===== src/rtl/j_uart3.sv =====
// j_uart3: CPU-attached UART with a prescaled 16x baud tick, TX/RX FIFOs,
// optional parity, sticky error flags and a level interrupt.
module j_uart3 #(
  parameter int DATA_W     = 8,
  parameter int FIFO_DEPTH = 4,
  parameter int PSCL_W     = 16
) (
  input  logic        clk,
  input  logic        resetl,
  input  logic [15:0] din,
  input  logic        u2psclw,
  input  logic        u2psclr,
  input  logic        u2drd,
  input  logic        u2dwr,
  input  logic        u2strd,
  input  logic        u2ctwr,
  input  logic        serin,
  output logic        serout,
  output logic        uint,
  output logic [15:0] dr_out,
  output logic        dr_oe
);
  localparam int AW = (FIFO_DEPTH > 1) ? $clog2(FIFO_DEPTH) : 1;
  localparam int BW = $clog2(DATA_W);
  localparam logic [AW:0]   FULL_CNT = (AW+1)'(FIFO_DEPTH);
  localparam logic [BW-1:0] LAST_BIT = BW'(DATA_W - 1);

  typedef enum logic [2:0] {TX_IDLE, TX_START, TX_DATA, TX_PARITY, TX_STOP} tx_state_t;
  typedef enum logic [2:0] {RX_IDLE, RX_START, RX_DATA, RX_PARITY, RX_STOP, RX_BRK} rx_state_t;

  logic [PSCL_W-1:0] pscl, pcnt;
  logic [4:0]        ctrl;
  logic              tick, perr, ferr, ovr, err_clr;
  logic [15:0]       status;

  logic [DATA_W-1:0] tx_mem [FIFO_DEPTH];
  logic [AW-1:0]     tx_wptr, tx_rptr;
  logic [AW:0]       tx_count;
  logic              tx_push, tx_pop, tx_full, tx_empty;
  tx_state_t         tx_state;
  logic [3:0]        tx_tcnt;
  logic [BW-1:0]     tx_bit;
  logic [DATA_W-1:0] tx_sh;
  logic              tx_par, tx_line;

  logic [DATA_W-1:0] rx_mem [FIFO_DEPTH];
  logic [AW-1:0]     rx_wptr, rx_rptr;
  logic [AW:0]       rx_count;
  logic              rx_push, rx_pop, rx_wr, rx_full, rx_empty;
  rx_state_t         rx_state;
  logic [3:0]        rx_cnt;
  logic [BW-1:0]     rx_bit;
  logic [DATA_W-1:0] rx_sh;
  logic              rx_par_bad, rx_s;
  logic [1:0]        sync;

  assign tick     = (pcnt == pscl);
  assign err_clr  = u2ctwr & din[5];
  assign tx_full  = (tx_count == FULL_CNT);
  assign tx_empty = (tx_count == '0);
  assign rx_full  = (rx_count == FULL_CNT);
  assign rx_empty = (rx_count == '0);
  assign tx_push  = u2dwr & ~tx_full;
  assign tx_pop   = tick & ~tx_empty &
                    ((tx_state == TX_IDLE) || (tx_state == TX_STOP && tx_tcnt == 4'hF));
  assign rx_s     = sync[1];
  assign rx_push  = tick & (rx_state == RX_STOP) & (rx_cnt == 4'hF);
  assign rx_pop   = u2drd & ~rx_empty;
  assign rx_wr    = rx_push & (~rx_full | rx_pop);
  assign serout   = tx_line & ~ctrl[4];
  assign dr_oe    = u2drd | u2strd | u2psclr;
  assign status   = {9'd0, rx_full, tx_empty & (tx_state == TX_IDLE), ovr, ferr, perr,
                     ~tx_full, ~rx_empty};

  always_comb begin
    dr_out = '0;
    if (u2drd) begin
      if (!rx_empty) dr_out = 16'(rx_mem[rx_rptr]);
    end else if (u2strd) begin
      dr_out = status;
    end else if (u2psclr) begin
      dr_out = 16'(pscl);
    end
  end

  always_ff @(posedge clk) begin
    if (!resetl) begin
      pscl <= '0;
      pcnt <= '0;
      ctrl <= '0;
      perr <= 1'b0;
      ferr <= 1'b0;
      ovr  <= 1'b0;
      uint <= 1'b0;
    end else begin
      if (u2psclw) begin
        pscl <= din[PSCL_W-1:0];
        pcnt <= '0;
      end else if (tick) begin
        pcnt <= '0;
      end else begin
        pcnt <= pcnt + 1'b1;
      end
      if (u2ctwr) ctrl <= din[4:0];
      // Error sets beat a concurrent clear so no event is ever lost.
      if (rx_push && rx_par_bad) perr <= 1'b1;
      else if (err_clr)          perr <= 1'b0;
      if (rx_push && !rx_s)      ferr <= 1'b1;
      else if (err_clr)          ferr <= 1'b0;
      if (rx_push && rx_full && !rx_pop) ovr <= 1'b1;
      else if (err_clr)                  ovr <= 1'b0;
      uint <= (ctrl[2] & (~rx_empty | perr | ferr | ovr)) | (ctrl[3] & tx_empty);
    end
  end

  always_ff @(posedge clk) begin
    if (tx_push) tx_mem[tx_wptr] <= din[DATA_W-1:0];
    if (rx_wr)   rx_mem[rx_wptr] <= rx_sh;
  end

  always_ff @(posedge clk) begin
    if (!resetl) begin
      tx_wptr  <= '0;
      tx_rptr  <= '0;
      tx_count <= '0;
      rx_wptr  <= '0;
      rx_rptr  <= '0;
      rx_count <= '0;
    end else begin
      if (tx_push) tx_wptr <= tx_wptr + 1'b1;
      if (tx_pop)  tx_rptr <= tx_rptr + 1'b1;
      if (tx_push && !tx_pop)      tx_count <= tx_count + 1'b1;
      else if (!tx_push && tx_pop) tx_count <= tx_count - 1'b1;
      if (rx_wr)  rx_wptr <= rx_wptr + 1'b1;
      if (rx_pop) rx_rptr <= rx_rptr + 1'b1;
      if (rx_wr && !rx_pop)      rx_count <= rx_count + 1'b1;
      else if (!rx_wr && rx_pop) rx_count <= rx_count - 1'b1;
    end
  end

  // Transmitter: a pop always lands in START, whether from IDLE or from STOP.
  always_ff @(posedge clk) begin
    if (!resetl) begin
      tx_state <= TX_IDLE;
      tx_tcnt  <= '0;
      tx_bit   <= '0;
      tx_sh    <= '0;
      tx_par   <= 1'b0;
      tx_line  <= 1'b1;
    end else if (tx_pop) begin
      tx_state <= TX_START;
      tx_tcnt  <= '0;
      tx_sh    <= tx_mem[tx_rptr];
      tx_par   <= (^tx_mem[tx_rptr]) ^ ctrl[0];
      tx_line  <= 1'b0;
    end else if (tick && tx_state != TX_IDLE) begin
      tx_tcnt <= tx_tcnt + 1'b1;
      if (tx_tcnt == 4'hF) begin
        case (tx_state)
          TX_START: begin
            tx_state <= TX_DATA;
            tx_bit   <= '0;
            tx_line  <= tx_sh[0];
          end
          TX_DATA: begin
            if (tx_bit == LAST_BIT) begin
              tx_state <= ctrl[1] ? TX_PARITY : TX_STOP;
              tx_line  <= ctrl[1] ? tx_par : 1'b1;
            end else begin
              tx_bit  <= tx_bit + 1'b1;
              tx_sh   <= tx_sh >> 1;
              tx_line <= tx_sh[1];
            end
          end
          TX_PARITY: begin
            tx_state <= TX_STOP;
            tx_line  <= 1'b1;
          end
          default: begin
            tx_state <= TX_IDLE;
            tx_line  <= 1'b1;
          end
        endcase
      end
    end
  end

  // Receiver: the start bit is checked at its midpoint, later bits 16 ticks apart.
  always_ff @(posedge clk) begin
    if (!resetl) begin
      sync       <= 2'b11;
      rx_state   <= RX_IDLE;
      rx_cnt     <= '0;
      rx_bit     <= '0;
      rx_sh      <= '0;
      rx_par_bad <= 1'b0;
    end else begin
      sync <= {sync[0], serin};
      case (rx_state)
        RX_IDLE: if (!rx_s) begin
          rx_state   <= RX_START;
          rx_cnt     <= '0;
          rx_par_bad <= 1'b0;
        end
        RX_START: if (tick) begin
          if (rx_cnt == 4'd7) begin
            rx_cnt   <= '0;
            rx_bit   <= '0;
            rx_state <= rx_s ? RX_IDLE : RX_DATA;
          end else begin
            rx_cnt <= rx_cnt + 1'b1;
          end
        end
        RX_DATA: if (tick) begin
          rx_cnt <= rx_cnt + 1'b1;
          if (rx_cnt == 4'hF) begin
            rx_sh  <= {rx_s, rx_sh[DATA_W-1:1]};
            rx_bit <= rx_bit + 1'b1;
            if (rx_bit == LAST_BIT) rx_state <= ctrl[1] ? RX_PARITY : RX_STOP;
          end
        end
        RX_PARITY: if (tick) begin
          rx_cnt <= rx_cnt + 1'b1;
          if (rx_cnt == 4'hF) begin
            rx_par_bad <= ((^rx_sh) ^ ctrl[0]) != rx_s;
            rx_state   <= RX_STOP;
          end
        end
        RX_STOP: if (tick) begin
          rx_cnt <= rx_cnt + 1'b1;
          if (rx_cnt == 4'hF) rx_state <= rx_s ? RX_IDLE : RX_BRK;
        end
        default: if (rx_s) rx_state <= RX_IDLE;
      endcase
    end
  end
endmodule


===== config.mk =====
export PLATFORM = sky130hd
export DESIGN_NAME = j_uart3
export DESIGN_NICKNAME = d
export VERILOG_FILES = /design/src/rtl/j_uart3.sv
export SDC_FILE = /design/constraint.sdc
export NUM_CORES = 1
export LEC_CHECK = 0
export ABC_AREA = 1
export CAP_MARGIN = 20
export CELL_PAD_IN_SITES_DETAIL_PLACEMENT = 1
export CELL_PAD_IN_SITES_GLOBAL_PLACEMENT = 1
export CORE_MARGIN = 8
export CORE_UTILIZATION = 30
export CTS_BUF_LIST = sky130_fd_sc_hd__clkbuf_8
export CTS_CLUSTER_DIAMETER = 150
export DETAILED_ROUTE_END_ITERATION = 7
export PLACE_DENSITY = 0.54
export SLEW_MARGIN = 20
export SYNTH_ARGS = -nofsm -noshare
export SYNTH_HDL_FRONTEND = slang
export SYNTH_SLANG_ARGS = --single-unit

===== constraint.sdc =====
create_clock -name clk -period 4 [get_ports clk]
set_input_delay 1.2 -clock clk [delete_from_list [all_inputs] [get_ports clk]]
set_output_delay 1.2 -clock clk [all_outputs]
set_load 0.01 [all_outputs]

After elaboration in Yosys (flattened, before gate mapping)
Memories as Yosys holds them, arrays and structs flattened. A register that Yosys moved wholly into a read port is not among the register bits.
Cells that the tools add are included.
{"block": "classes", "n_addsub": 13, "n_eq_ne": 32, "n_mux": 67, "bitwise": 28, "n_reduce_logical": 49}
{"operator": "$mux W3", "count": 23}
{"operator": "$mux W16", "count": 3}
{"operator": "$mux W8", "count": 6}
{"operator": "$ne A2 B2 Y1 const B", "count": 12}
{"operator": "$reduce_bool A2 Y1", "count": 11}
{"operator": "$mux W1", "count": 19}
{"operator": "$eq A3 B3 Y1 const B", "count": 6}
{"operator": "$add A16 B1 Y16 const B", "count": 1}
{"operator": "$eq A16 B16 Y1", "count": 1}
{"operator": "$mux W4", "count": 4}
{"operator": "$reduce_xor A8 Y1", "count": 2}
{"operator": "$pmux W3 S5", "count": 1}
{"operator": "$add A3 B1 Y3 const B", "count": 4}
{"operator": "$and A1 B1 Y1", "count": 12}
{"operator": "$eq A3 B2 Y1 const B", "count": 4}
{"operator": "$logic_not A3 Y1", "count": 4}
{"operator": "$pmux W3 S2", "count": 2}
{"operator": "$pmux W4 S3", "count": 1}
{"operator": "$reduce_and A4 Y1", "count": 3}
{"operator": "$reduce_and A11 Y1", "count": 1}
{"operator": "$logic_and A1 B1 Y1", "count": 10}
{"operator": "$mux W2", "count": 5}
{"operator": "$reduce_and A5 Y1", "count": 2}
{"operator": "$pmux W3 S3", "count": 1}
{"operator": "other kinds (21)", "count": 51}
{"block": "word_totals", "regBits": 96, "ram_bits": 64, "input_bits": 25, "out_inout_bits": 19, "elab_cells": 217, "memories": 2}
{"name": "rx_mem", "words": 4, "width": 8, "read_ports": 1, "rd_ports_with_merged_regs": 1, "write_ports": 1, "line": "46", "source": "logic [DATA_W-1:0] rx_mem [FIFO_DEPTH];"}
{"name": "tx_mem", "words": 4, "width": 8, "read_ports": 1, "rd_ports_with_merged_regs": 1, "write_ports": 1, "line": "36", "source": "logic [DATA_W-1:0] tx_mem [FIFO_DEPTH];"}

Depth between registers and ports, before layout
Gate-level depths: netlist of run 1.
{"block": "logic_depth", "word_depth": 9, "mapped_depth": 17, "mapped_depth_nobuf": 17}

Worst setup path before layout of run 1
OpenSTA, ideal clock, no wires.
{"block": "synth_timing", "path_type": "input to output", "start": "input u2drd", "end": "output dr_out[7]", "arrival_time_ns": 1.890, "required_ns": 2.800, "setup_slack_ns": 0.910, "stages": 5, "n_path_buf": 1, "path_cell_list": "inv_1 nor2_1 clkbuf_1 nand2_1 o21ai_0"}
{"block": "synth_via", "elab_chain_len": 1}
{"item": "start: declaration", "line": "13", "source": "input logic u2drd,"}
{"item": "$mux W16", "line": "77", "source": "if (u2drd) begin"}
{"item": "end: declaration", "line": "20", "source": "output logic [15:0] dr_out,"}
No other way between the ends.

Final worst setup path of run 1
{"block": "layout_timing", "start": "input u2drd", "end": "output dr_out[15]"}
Same word-level chain as after synthesis.

==> impl_metrics.csv, run 1 <==
group,metric,value,unit
status,status,"complete, no violations",
power_and_ir_drop,cell_internal_pwr,0.00265,W
critical_path,timing.critical_path.required,2.80,ns
clocking,cts_hold_fix_bufs,0,
grt,grt_pass1_vias,6817,
min_path,min-delay-path-class,"register to register",
timing,final.setup_skew,0.0362,ns
timing,worst_relative_slew_slack,0.445,
power_and_ir_drop,power.total,0.00398,W
grt,grt_antenna_before_repair,0,
routing,drt.antenna.violating_nets,0,
synthesis,synth_top_family_by_area,"simple AND/OR/NAND/NOR gates",
power_and_ir_drop,power.sequential.fraction,0.475,
synthesis,synth_fa_ha_area_frac,0.0318,
routing,post_dr_vias_cell,4.66,
clocking,cts_made_buffers,17,
synthesis,synth-edff-count,64,
routing,wire_per_inst,15.8,um
critical_path,timing.critical_path.slowest_cell_delay,0.54,ns
routing,detail_route.iter0.violations,252,
die,count_of_pins_on_the_block_boundary,44,
synthesis,area_fraction_in_compound_gates_after_synthesis,0.108,
routing,routed_wl,22600,um
power_and_ir_drop,ir_worst_vdd,212,uV
placed_design,dpl.hpwl,16700,um
synthesis,synth.mux.area_fraction,0,
grt,grt_max_degree,35,
synthesis,ys.warnings.count,0,
timing,layout_setup_ws,0.0812,ns
layout,layout_commonest_cell,"sky130_fd_sc_hd__nand2_1",
die,initial_utilization,0.305,
die,die_area,0.0320,mm2
critical_path,cp-end-kind,"primary output",
die,core_area,0.0261,mm2
timing,final-max-slew-violation-count,0,
clocking,worst_setup_hold_path_clk_slew,0.11,ns
grt,globalRouteTotalUtil,0.149,
synthesis,yosys.area.top_type,"sky130_fd_sc_hd__dfxtp_1",
synthesis,post_synthesis_share_of_cell_area_spent_on_and_or_nand_and_nor_gates,0.269,
critical_path,worst_path_class_setup,"input port to primary output",
timing,final-setup-viol-count,0,
synthesis,synth_area,0.00795,mm2
power_and_ir_drop,combinational_fraction_of_design_power,0.195,
critical_path,setup.worst_path.start_class,"input port",
timing,min_period,3.92,ns
power_and_ir_drop,power.share.switching,0.334,
synthesis,yosys_most_used_dff,"sky130_fd_sc_hd__dfxtp_1",
routing,num_vias,6657,
layout,synthToLayoutAreaGrowth,17.4,%
timing,period_share,0.980,
critical_path,critical_path.most_common_cell,"sky130_fd_sc_hd__clkdlybuf4s50_1",
critical_path,cpMaxStageDelayCell,"sky130_fd_sc_hd__clkdlybuf4s50_1",
timing,worstMarginPinSlew,0.829,ns
placed_design,pre_cts_ws,-0.0902,ns
clocking,clock_latency_reported_for_the_late_side_of_the_worst_skew_pair,0.48,ns
layout,diodes,0,
power_and_ir_drop,power.leakage,3.99,nW
timing,f_max,255,MHz
synthesis,yosysSeqAreaShare,0.493,
min_path,min_path_cells,1,
clocking,tritoncts,"built",
job,max_cap_viol_count,0,
placed_design,placement.io_buffers,43,
critical_path,path_buf_inv,3,
grt,first_pass_grt_wire_length,36900,um
synthesis,async_sr_flop_fraction,0,
layout,layout-drive-gt1-share,0.0869,
synthesis,synth_cell_types,48,
critical_path,crit_path_cell_trace,"clkdlybuf4s50_1 > nor2_2 > nand2_1 > buf_4 > nor2_1 > clkdlybuf4s50_1",
critical_path,kind_of_cell_with_the_highest_combined_delay_on_the_critical_path,"buffers and inverters",
critical_path,timing.critical_path.fanout_max,9,
synthesis,ys_seq_elements,164,
synthesis,synthesis.area_per_instance,7.83,um2
clocking,cts_htree_levels,4,
routing,detailed_router_iteration_count_before_antenna_repair,4,
layout,layout_common_cells,"sky130_fd_sc_hd__nand2_1 (269), sky130_fd_sc_hd__nor2_1 (139), sky130_fd_sc_hd__inv_1 (115)",
synthesis,postSynthCellCount,1016,
die,die_width,179,um
placed_design,globalplace.congestion,0.757,
synthesis,synth.top_cell.area_share,0.252,
clocking,clock-sinks,164,
critical_path,r2r.worst_path.cells,17,
timing,rsz_0062_raised_after_global_routing,"false",
critical_path,cp_data_arrival_time,2.72,ns
die,fp-row-count,59,
synthesis,synth_area_leaders,"sky130_fd_sc_hd__dfxtp_1 (25%), sky130_fd_sc_hd__edfxtp_1 (24%), sky130_fd_sc_hd__nand2_1 (13%)",
power_and_ir_drop,netSwitchingPower,0.00133,W
power_and_ir_drop,power_density_over_the_cells,426,mW/mm2
synthesis,xor_xnor_fraction_of_synth_area,0.0242,
synthesis,synthesized_nets,1060,
layout,final_stage_net_count,1124,
routing,remaining_drc_errors,0,
critical_path,cp_num_cells,6,
grt,globalRoute.totalOverflow,0,
clocking,clockRootBuffer,"sky130_fd_sc_hd__clkbuf_8",
power_and_ir_drop,clkPwrFrac,0.331,
clocking,max-clock-path-buffers,2,
die,fp.dieH,179,um
timing,number_of_hold_violations_in_the_final_report,0,
flip-flops by register name, summed over array words and instances, names as in the netlist, 3 cells and up, named ones only:
signal / flops
tx_tcnt: 4
tx_count: 3
tx_mem: 32
pcnt: 16
tx_state: 3
tx_sh: 8
rx_cnt: 4
rx_count: 3
rx_bit: 3
ctrl: 5
rx_state: 3
pscl: 16
rx_mem: 32
tx_bit: 3
rx_sh: 8
layout make-up:
class / count / area, um2
Sequential cell: 164 / 3920
Fill cell: 3178 / 16700
Inverter: 132 / 495
Tap cell: 335 / 419
Clock inverter: 15 / 203
Clock buffer: 17 / 234
Multi-Input combinational cell: 698 / 3450
Timing Repair Buffer: 67 / 619
synth_stat cells (3+ instances only):
library cell and count:
sky130_fd_sc_hd__a21oi_1 59, sky130_fd_sc_hd__a22oi_1 5, sky130_fd_sc_hd__buf_2 6, sky130_fd_sc_hd__clkbuf_1 15
sky130_fd_sc_hd__dfxtp_1 100, sky130_fd_sc_hd__edfxtp_1 64, sky130_fd_sc_hd__ha_1 17, sky130_fd_sc_hd__inv_1 115
sky130_fd_sc_hd__inv_2 15, sky130_fd_sc_hd__nand2_1 269, sky130_fd_sc_hd__nand2_2 3, sky130_fd_sc_hd__nand3_1 42
sky130_fd_sc_hd__nand4_1 12, sky130_fd_sc_hd__nor2_1 140, sky130_fd_sc_hd__nor2_8 3, sky130_fd_sc_hd__nor3_1 8
sky130_fd_sc_hd__nor3_2 3, sky130_fd_sc_hd__o21ai_0 72, sky130_fd_sc_hd__o22ai_1 8, sky130_fd_sc_hd__or2_2 4
sky130_fd_sc_hd__xnor2_1 10, sky130_fd_sc_hd__xor2_1 12
kinds of logic after synthesis:
group	Yosys count
xor+xnor	22
compound gates	159
buf+inv	154
simple gates	498
fa+ha+maj	19
flops	164
per-layer routing:
metal	vias to the layer above	GRT usage	wire length [um]
li1	3414	-	-
met1	3143	0.193	10800
met2	84	0.254	10800
met3	16	0.0265	823
met4	0	0.0327	192
met5	-	0	0
power groups by stage:
| stage | registers [W] | clock network, W | logic [W] |
|---|---|---|---|
| after detailed placement | 0.00193 | 0 | 0.000819 |
| final | 0.00189 | 0.00132 | 0.000773 |
| after CTS | 0.00189 | 0.00137 | 0.000803 |
| after floorplan | 0.00191 | 0 | 0.000478 |
| after global routing | 0.00190 | 0.00144 | 0.000899 |
| after global placement | 0.00192 | 0 | 0.000808 |
metrics by stage:
| stage | cell area, um2 | cells | hold slack, ns | TNS, ns | util |
|---|---|---|---|---|---|
| floorplan | 7950 | 1016 | 0.393 | 0 | - |
| global placement | 8890 | 1396 | 0.406 | -0.178 | 0.341 |
| detailed placement | 8890 | 1396 | 0.400 | -0.174 | 0.341 |
| CTS | 9320 | 1428 | 0.429 | 0 | 0.358 |
| global route | 9340 | 1428 | 0.442 | 0 | 0.358 |
| finish | 9340 | 1428 | 0.428 | 0 | 0.358 |
worst paths after layout:
kind	slack, ns	end	start
worst max register to register	0.98	rx_count[2]	pscl[4]
worst min-delay path	0.43	sync[1]	sync[0]
worst max-delay path	0.08	dr_out[15]	u2drd
worst min register to register	0.43	sync[1]	sync[0]
repair_timing:
action,CTS,global route
pin swaps,0,0
resized for setup,5,10
endpoints found under the setup margin,5,11
buffers inserted,0,0
cloned,0,0
Power figures use the tool's default switching activity.
==> run 2, diff against run 1 <==
- CORE_UTILIZATION: 30 -> 45
- MAX_ROUTING_LAYER: unset -> met4
- PLACE_DENSITY: 0.54 -> 0.77
- SLEW_MARGIN: 20 -> unset
==> run 2 against run 1 <==
  * Wire length down 6.8%
  * Cell count fell by 8.1%
  * Clock skew decreased by 0.023 ns
  * Total power decreased by 2.0%
  * Critical path depth did not move
  * Worst hold slack better by 0.0032 ns
  * Via count rose by 1.3%
==> impl_metrics.csv, run 2 (synthesis gave the netlist of run 1 again) <==
group,metric,value,unit
status,status,"complete, no violations",
critical_path,cp-end-kind,"primary output",
routing,wire_per_inst,16.0,um
critical_path,timing.critical_path.slowest_cell_delay,0.54,ns
routing,post_dr_vias_cell,5.14,
critical_path,setup.worst_path.start_class,"input port",
routing,routed_wl,21100,um
layout,synthToLayoutAreaGrowth,14.8,%
timing,final-setup-viol-count,0,
layout,final_cell_count_no_fill,1313,
critical_path,critical_path.most_common_cell,"sky130_fd_sc_hd__clkdlybuf4s50_1",
routing,num_vias,6744,
clocking,cts_made_buffers,17,
die,count_of_pins_on_the_block_boundary,44,
timing,timing.hold.ws,0.431,ns
die,initial_utilization,0.460,
clocking,worst_setup_hold_path_clk_slew,0.10,ns
critical_path,worst-r2r-setup-slack,0.95,ns
clocking,max-clock-path-buffers,2,
grt,first_pass_grt_wire_length,34900,um
die,fp-row-count,48,
critical_path,worst_r2r_startpoint,"pcnt[5]",
placed_design,pre_cts_ws,-0.160,ns
timing,min_period,3.94,ns
power_and_ir_drop,combinational_fraction_of_design_power,0.200,
layout,layout-drive-gt1-share,0.0846,
layout,fin_util,0.528,
layout,final-seq-area,0.00392,mm2
critical_path,timing.critical_path.fanout_max,8,
power_and_ir_drop,power.total,0.00390,W
layout,layout_commonest_cell,"sky130_fd_sc_hd__nand2_1",
die,core_area,0.0173,mm2
power_and_ir_drop,cell_internal_pwr,0.00258,W
clocking,cts_hold_fix_bufs,0,
min_path,worstHoldStart,"sync[0]",
critical_path,cpMaxStageDelayCell,"sky130_fd_sc_hd__clkdlybuf4s50_1",
layout,largestRegisters,"rx_mem (32), tx_mem (32)",
critical_path,path_buf_inv,3,
critical_path,crit_path_cell_trace,"clkdlybuf4s50_1 > nor2_2 > nand2_2 > buf_4 > nor2_1 > clkdlybuf4s50_1",
placed_design,dp_cells,1280,
timing,worst_relative_slew_slack,0.412,
die,fp.dieH,149,um
placed_design,globalplace.congestion,0.842,
layout,layout.filler_cells,2191,
routing,remaining_drc_errors,0,
critical_path,timing.critical_path.required,2.80,ns
grt,grt_pass1_vias,7103,
grt,grt_antenna_before_repair,0,
placed_design,dpl.hpwl,15800,um
grt,globalRoute.totalOverflow,0,
routing,drt.antenna.violating_nets,0,
placed_design,placement.io_buffers,43,
power_and_ir_drop,power.sequential.fraction,0.484,
layout,multi_input_comb_area,0.00345,mm2
routing,detailed_router_iteration_count_before_antenna_repair,4,
layout,final_stage_net_count,1119,
timing,number_of_hold_violations_in_the_final_report,0,
clocking,cts_htree_levels,4,
power_and_ir_drop,power_density_over_the_cells,427,mW/mm2
clocking,clockRootBuffer,"sky130_fd_sc_hd__clkbuf_8",
critical_path,cp_data_arrival_time,2.74,ns
timing,final-max-slew-violation-count,0,
clocking,clock-sinks,164,
die,die_width,149,um
power_and_ir_drop,power.leakage,3.87,nW
layout,diodes,0,
power_and_ir_drop,clkPwrFrac,0.316,
die,die_area,0.0222,mm2
power_and_ir_drop,ir_worst_vdd,253,uV
timing,layout_setup_ws,0.0601,ns
grt,globalRouteTotalUtil,0.204,
grt,grt_max_degree,33,
layout,layout_common_cells,"sky130_fd_sc_hd__nand2_1 (268), sky130_fd_sc_hd__nor2_1 (139), sky130_fd_sc_hd__inv_1 (114)",
power_and_ir_drop,netSwitchingPower,0.00131,W
timing,f_max,254,MHz
job,max_cap_viol_count,0,
routing,detail_route.iter0.violations,260,
clocking,tritoncts,"built",
timing,period_share,0.985,
critical_path,worst_setup_path_startpoint,"u2strd",
timing,final.setup_skew,0.0136,ns
power_and_ir_drop,power.share.switching,0.337,
critical_path,kind_of_cell_with_the_highest_combined_delay_on_the_critical_path,"buffers and inverters",
min_path,min-delay-path-class,"register to register",
critical_path,worst_path_class_setup,"input port to primary output",
clocking,clock_latency_reported_for_the_late_side_of_the_worst_skew_pair,0.47,ns
timing,worstMarginPinSlew,0.878,ns
## run 2: cell count changes in the layout (fill, tap and decap cells not counted), sizes merged
cell,delta
bufinv,-1
clkinv,+1
inv,+2
dlymetal6s2s,-6
buf,-5
clkdlybuf4s15,+2
clkdlybuf4s50,+3
dlygate4sd2,+1
clkinvlp,-2
## run 2: routing by layer
metal	track usage	wire, um	vias to the layer above
met2	0.361	10800	87
met3	0.0388	633	22
met5	-	0	-
met1	0.228	9240	3233
li1	-	-	3402
met4	0.0616	384	0
## run 2: layout make-up
| cell class | count | area share |
|---|---|---|
| clock buffers | 17 | 0.0256 |
| flip-flops and latches | 164 | 0.430 |
| repair buffers | 62 | 0.0619 |
| well taps | 225 | 0.0308 |
| inverters | 132 | 0.0542 |
| multi-input cells | 698 | 0.378 |
| clock inverters | 15 | 0.0201 |
## run 2: path summary, 6_finish.rpt
kind / endpoint / cells past startpoint
worst min-delay path: sync[1] / 1
worst max-delay path: dr_out[15] / 6
worst min register to register: sync[1] / 1
worst max register to register: rx_count[2] / 17
## run 2: timing repair
action / in CTS / in global routing
setup buffers: 0 / 1
pin swaps: 0 / 1
endpoints found under the setup margin: 16 / 10
gates resized for setup: 12 / 4
## run 2: per-stage QoR
stage                     setup TNS [ns]  instance area (um2)
final                                  0                 9130
after CTS                              0                 9120
after global routing             -0.0105                 9130
after floorplan                        0                 7950
after detailed placement           -1.15                 8710
after global placement            -0.577                 8710
## run 2: power by group through the flow
stage / combinational, W / sequential [W] / clock, W
finish: 0.000781 / 0.00188 / 0.00123
global route: 0.000890 / 0.00190 / 0.00132
CTS: 0.000788 / 0.00188 / 0.00126
detailed placement: 0.000811 / 0.00192 / 0
global placement: 0.000788 / 0.00192 / 0
floorplan: 0.000478 / 0.00191 / 0
==> run 3, diff against run 2 <==
- SKIP_LAST_GASP: unset -> 1
==> run 3 against run 2 <==
  * Sequential share of layout area about the same
  * Die area is the same
  * Core utilization about the same
  * Via count down 0.24%
  * Combinational power about the same
  * Total power is 0.17% higher
  * Critical endpoint unchanged
  * Register-to-register slack hardly changed
  * Sequential power about the same
  * Clock skew up 0.0011 ns
==> impl_metrics.csv, run 3 (synthesis gave the netlist of run 1 again) <==
group,metric,value,unit
status,status,"complete, no violations",
clocking,max-clock-path-buffers,2,
min_path,hold-path-endpoint,"sync[1]",
critical_path,crit_path_cell_trace,"clkdlybuf4s50_1 > nor2_2 > nand2_2 > buf_4 > nor2_1 > clkdlybuf4s50_1",
clocking,clock-sinks,164,
timing,period_share,0.985,
routing,detail_route.iter0.violations,247,
job,max_cap_viol_count,0,
routing,num_vias,6728,
timing,f_max,254,MHz
min_path,worstHoldStart,"sync[0]",
grt,globalRouteTotalUtil,0.204,
clocking,cts_htree_levels,4,
placed_design,dpl.hpwl,15800,um
critical_path,critical_path.most_common_cell,"sky130_fd_sc_hd__clkdlybuf4s50_1",
die,fp.dieH,149,um
critical_path,worst_path_class_setup,"input port to primary output",
critical_path,setup.worst_path.start_class,"input port",
grt,grt_max_degree,33,
timing,number_of_hold_violations_in_the_final_report,0,
critical_path,cpMaxStageDelayCell,"sky130_fd_sc_hd__clkdlybuf4s50_1",
routing,wire_per_inst,16.1,um
routing,drt.antenna.violating_nets,0,
die,initial_utilization,0.460,
clocking,worst_setup_hold_path_clk_slew,0.11,ns
grt,grt_pass1_vias,7103,
routing,routed_wl,21100,um
critical_path,r2r.worst_path.cells,17,
routing,detailed_router_iteration_count_before_antenna_repair,4,
placed_design,globalplace.congestion,0.842,
layout,layout-drive-gt1-share,0.0846,
critical_path,worst-r2r-setup-slack,0.95,ns
min_path,min-delay-path-class,"register to register",
power_and_ir_drop,power.total,0.00390,W
routing,post_dr_vias_cell,5.12,
routing,remaining_drc_errors,0,
die,fp-row-count,48,
layout,layout_common_cells,"sky130_fd_sc_hd__nand2_1 (268), sky130_fd_sc_hd__nor2_1 (139), sky130_fd_sc_hd__inv_1 (114)",
die,die_area,0.0222,mm2
die,die_width,149,um
layout,synthToLayoutAreaGrowth,14.9,%
power_and_ir_drop,power_density_over_the_cells,427,mW/mm2
critical_path,regToRegEndpoint,"rx_count[2]",
critical_path,worst_r2r_startpoint,"pcnt[5]",
critical_path,cp_data_arrival_time,2.74,ns
grt,first_pass_grt_wire_length,34900,um
clocking,clockRootBuffer,"sky130_fd_sc_hd__clkbuf_8",
critical_path,timing.critical_path.slowest_cell_delay,0.54,ns
critical_path,timing.critical_path.fanout_max,8,
grt,grt_antenna_before_repair,0,
power_and_ir_drop,ir_worst_vdd,255,uV
critical_path,timing.critical_path.required,2.80,ns
die,core_area,0.0173,mm2
clocking,cts_made_buffers,17,
critical_path,kind_of_cell_with_the_highest_combined_delay_on_the_critical_path,"buffers and inverters",
timing,final-max-slew-violation-count,0,
timing,worst_relative_slew_slack,0.412,
timing,worstMarginPinSlew,0.878,ns
layout,fin_util,0.528,
layout,largestRegisters,"rx_mem (32), tx_mem (32)",
placed_design,placement.io_buffers,43,
timing,final.setup_skew,0.0147,ns
layout,layout_commonest_cell,"sky130_fd_sc_hd__nand2_1",
clocking,clock_latency_reported_for_the_late_side_of_the_worst_skew_pair,0.47,ns
grt,globalRoute.totalOverflow,0,
layout,final_stage_net_count,1119,
layout,diodes,0,
min_path,min_path_cells,1,
timing,min_period,3.94,ns
critical_path,cp-end-kind,"primary output",
die,count_of_pins_on_the_block_boundary,44,
timing,final-setup-viol-count,0,
power_and_ir_drop,power.leakage,3.90,nW
timing,rsz_0062_raised_after_global_routing,"true",
critical_path,path_buf_inv,3,
clocking,tritoncts,"built",
-- run 3: cell count changes in the layout (fill, tap and decap cells not counted) --
cell,change
sky130_fd_sc_hd__clkdlybuf4s15_1,-2
sky130_fd_sc_hd__dlymetal6s2s_1,+2
-- run 3: worst max path at each step --
stage          cells past startpoint         end    from
2_1_floorplan                      5   dr_out[7]   u2drd
3_3_place_gp                       7   dr_out[4]   u2drd
3_5_place_dp                       7   dr_out[4]   u2drd
4_1_cts                            9   dr_out[4]   u2drd
5_1_grt                            9   dr_out[3]   u2drd
6_report                           6  dr_out[15]  u2strd
-- run 3: timing repair --
| item | CTS | global route |
|---|---|---|
| endpoints found under the hold margin | 0 | 0 |
| buffers inserted | 0 | 1 |
| gates cloned | 0 | 0 |
| setup endpoints to repair | 16 | 10 |
| resized for setup | 8 | 6 |
| pin swaps | 0 | 1 |
| hold buffers | 0 | 0 |
-- run 3: cell type report --
| class | count | area, um2 |
|---|---|---|
| fill | 2191 | 8160 |
| sequential | 164 | 3920 |
| multi-input combinational | 698 | 3450 |
| timing repair buffer | 62 | 571 |
| inverter | 132 | 495 |
| tap | 225 | 282 |
| clock buffer | 17 | 234 |
| clock inverter | 15 | 184 |
-- run 3: layer usage --
metal	up-vias	part of all wire	global-route usage
met5	-	0	-
met2	75	0.51	0.361
li1	3399	-	-
met3	26	0.027	0.0388
met4	0	0.018	0.0616
met1	3228	0.44	0.228
-- run 3: through the flow --
step | setup slack (ns) | instances | hold slack [ns] | setup TNS, ns | cell area, um2
4_1_cts | -0.0789 | 1312 | 0.440 | -0.244 | 9120
2_1_floorplan | 0.910 | 1016 | 0.393 | 0 | 7950
3_5_place_dp | -0.160 | 1280 | 0.401 | -1.15 | 8710
5_1_grt | -0.0101 | 1313 | 0.460 | -0.0246 | 9140
6_report | 0.0601 | 1313 | 0.433 | 0 | 9140
3_3_place_gp | -0.138 | 1280 | 0.394 | -0.577 | 8710
-- run 3: power breakdown --
part	switching (W)	total (W)	leakage, nW	internal, W
clock	0.000749	0.00123	0.211	0.000486
sequential	0.0000654	0.00188	1.33	0.00182
combinational	0.000503	0.000784	2.36	0.000281
total	0.00132	0.00390	3.90	0.00259
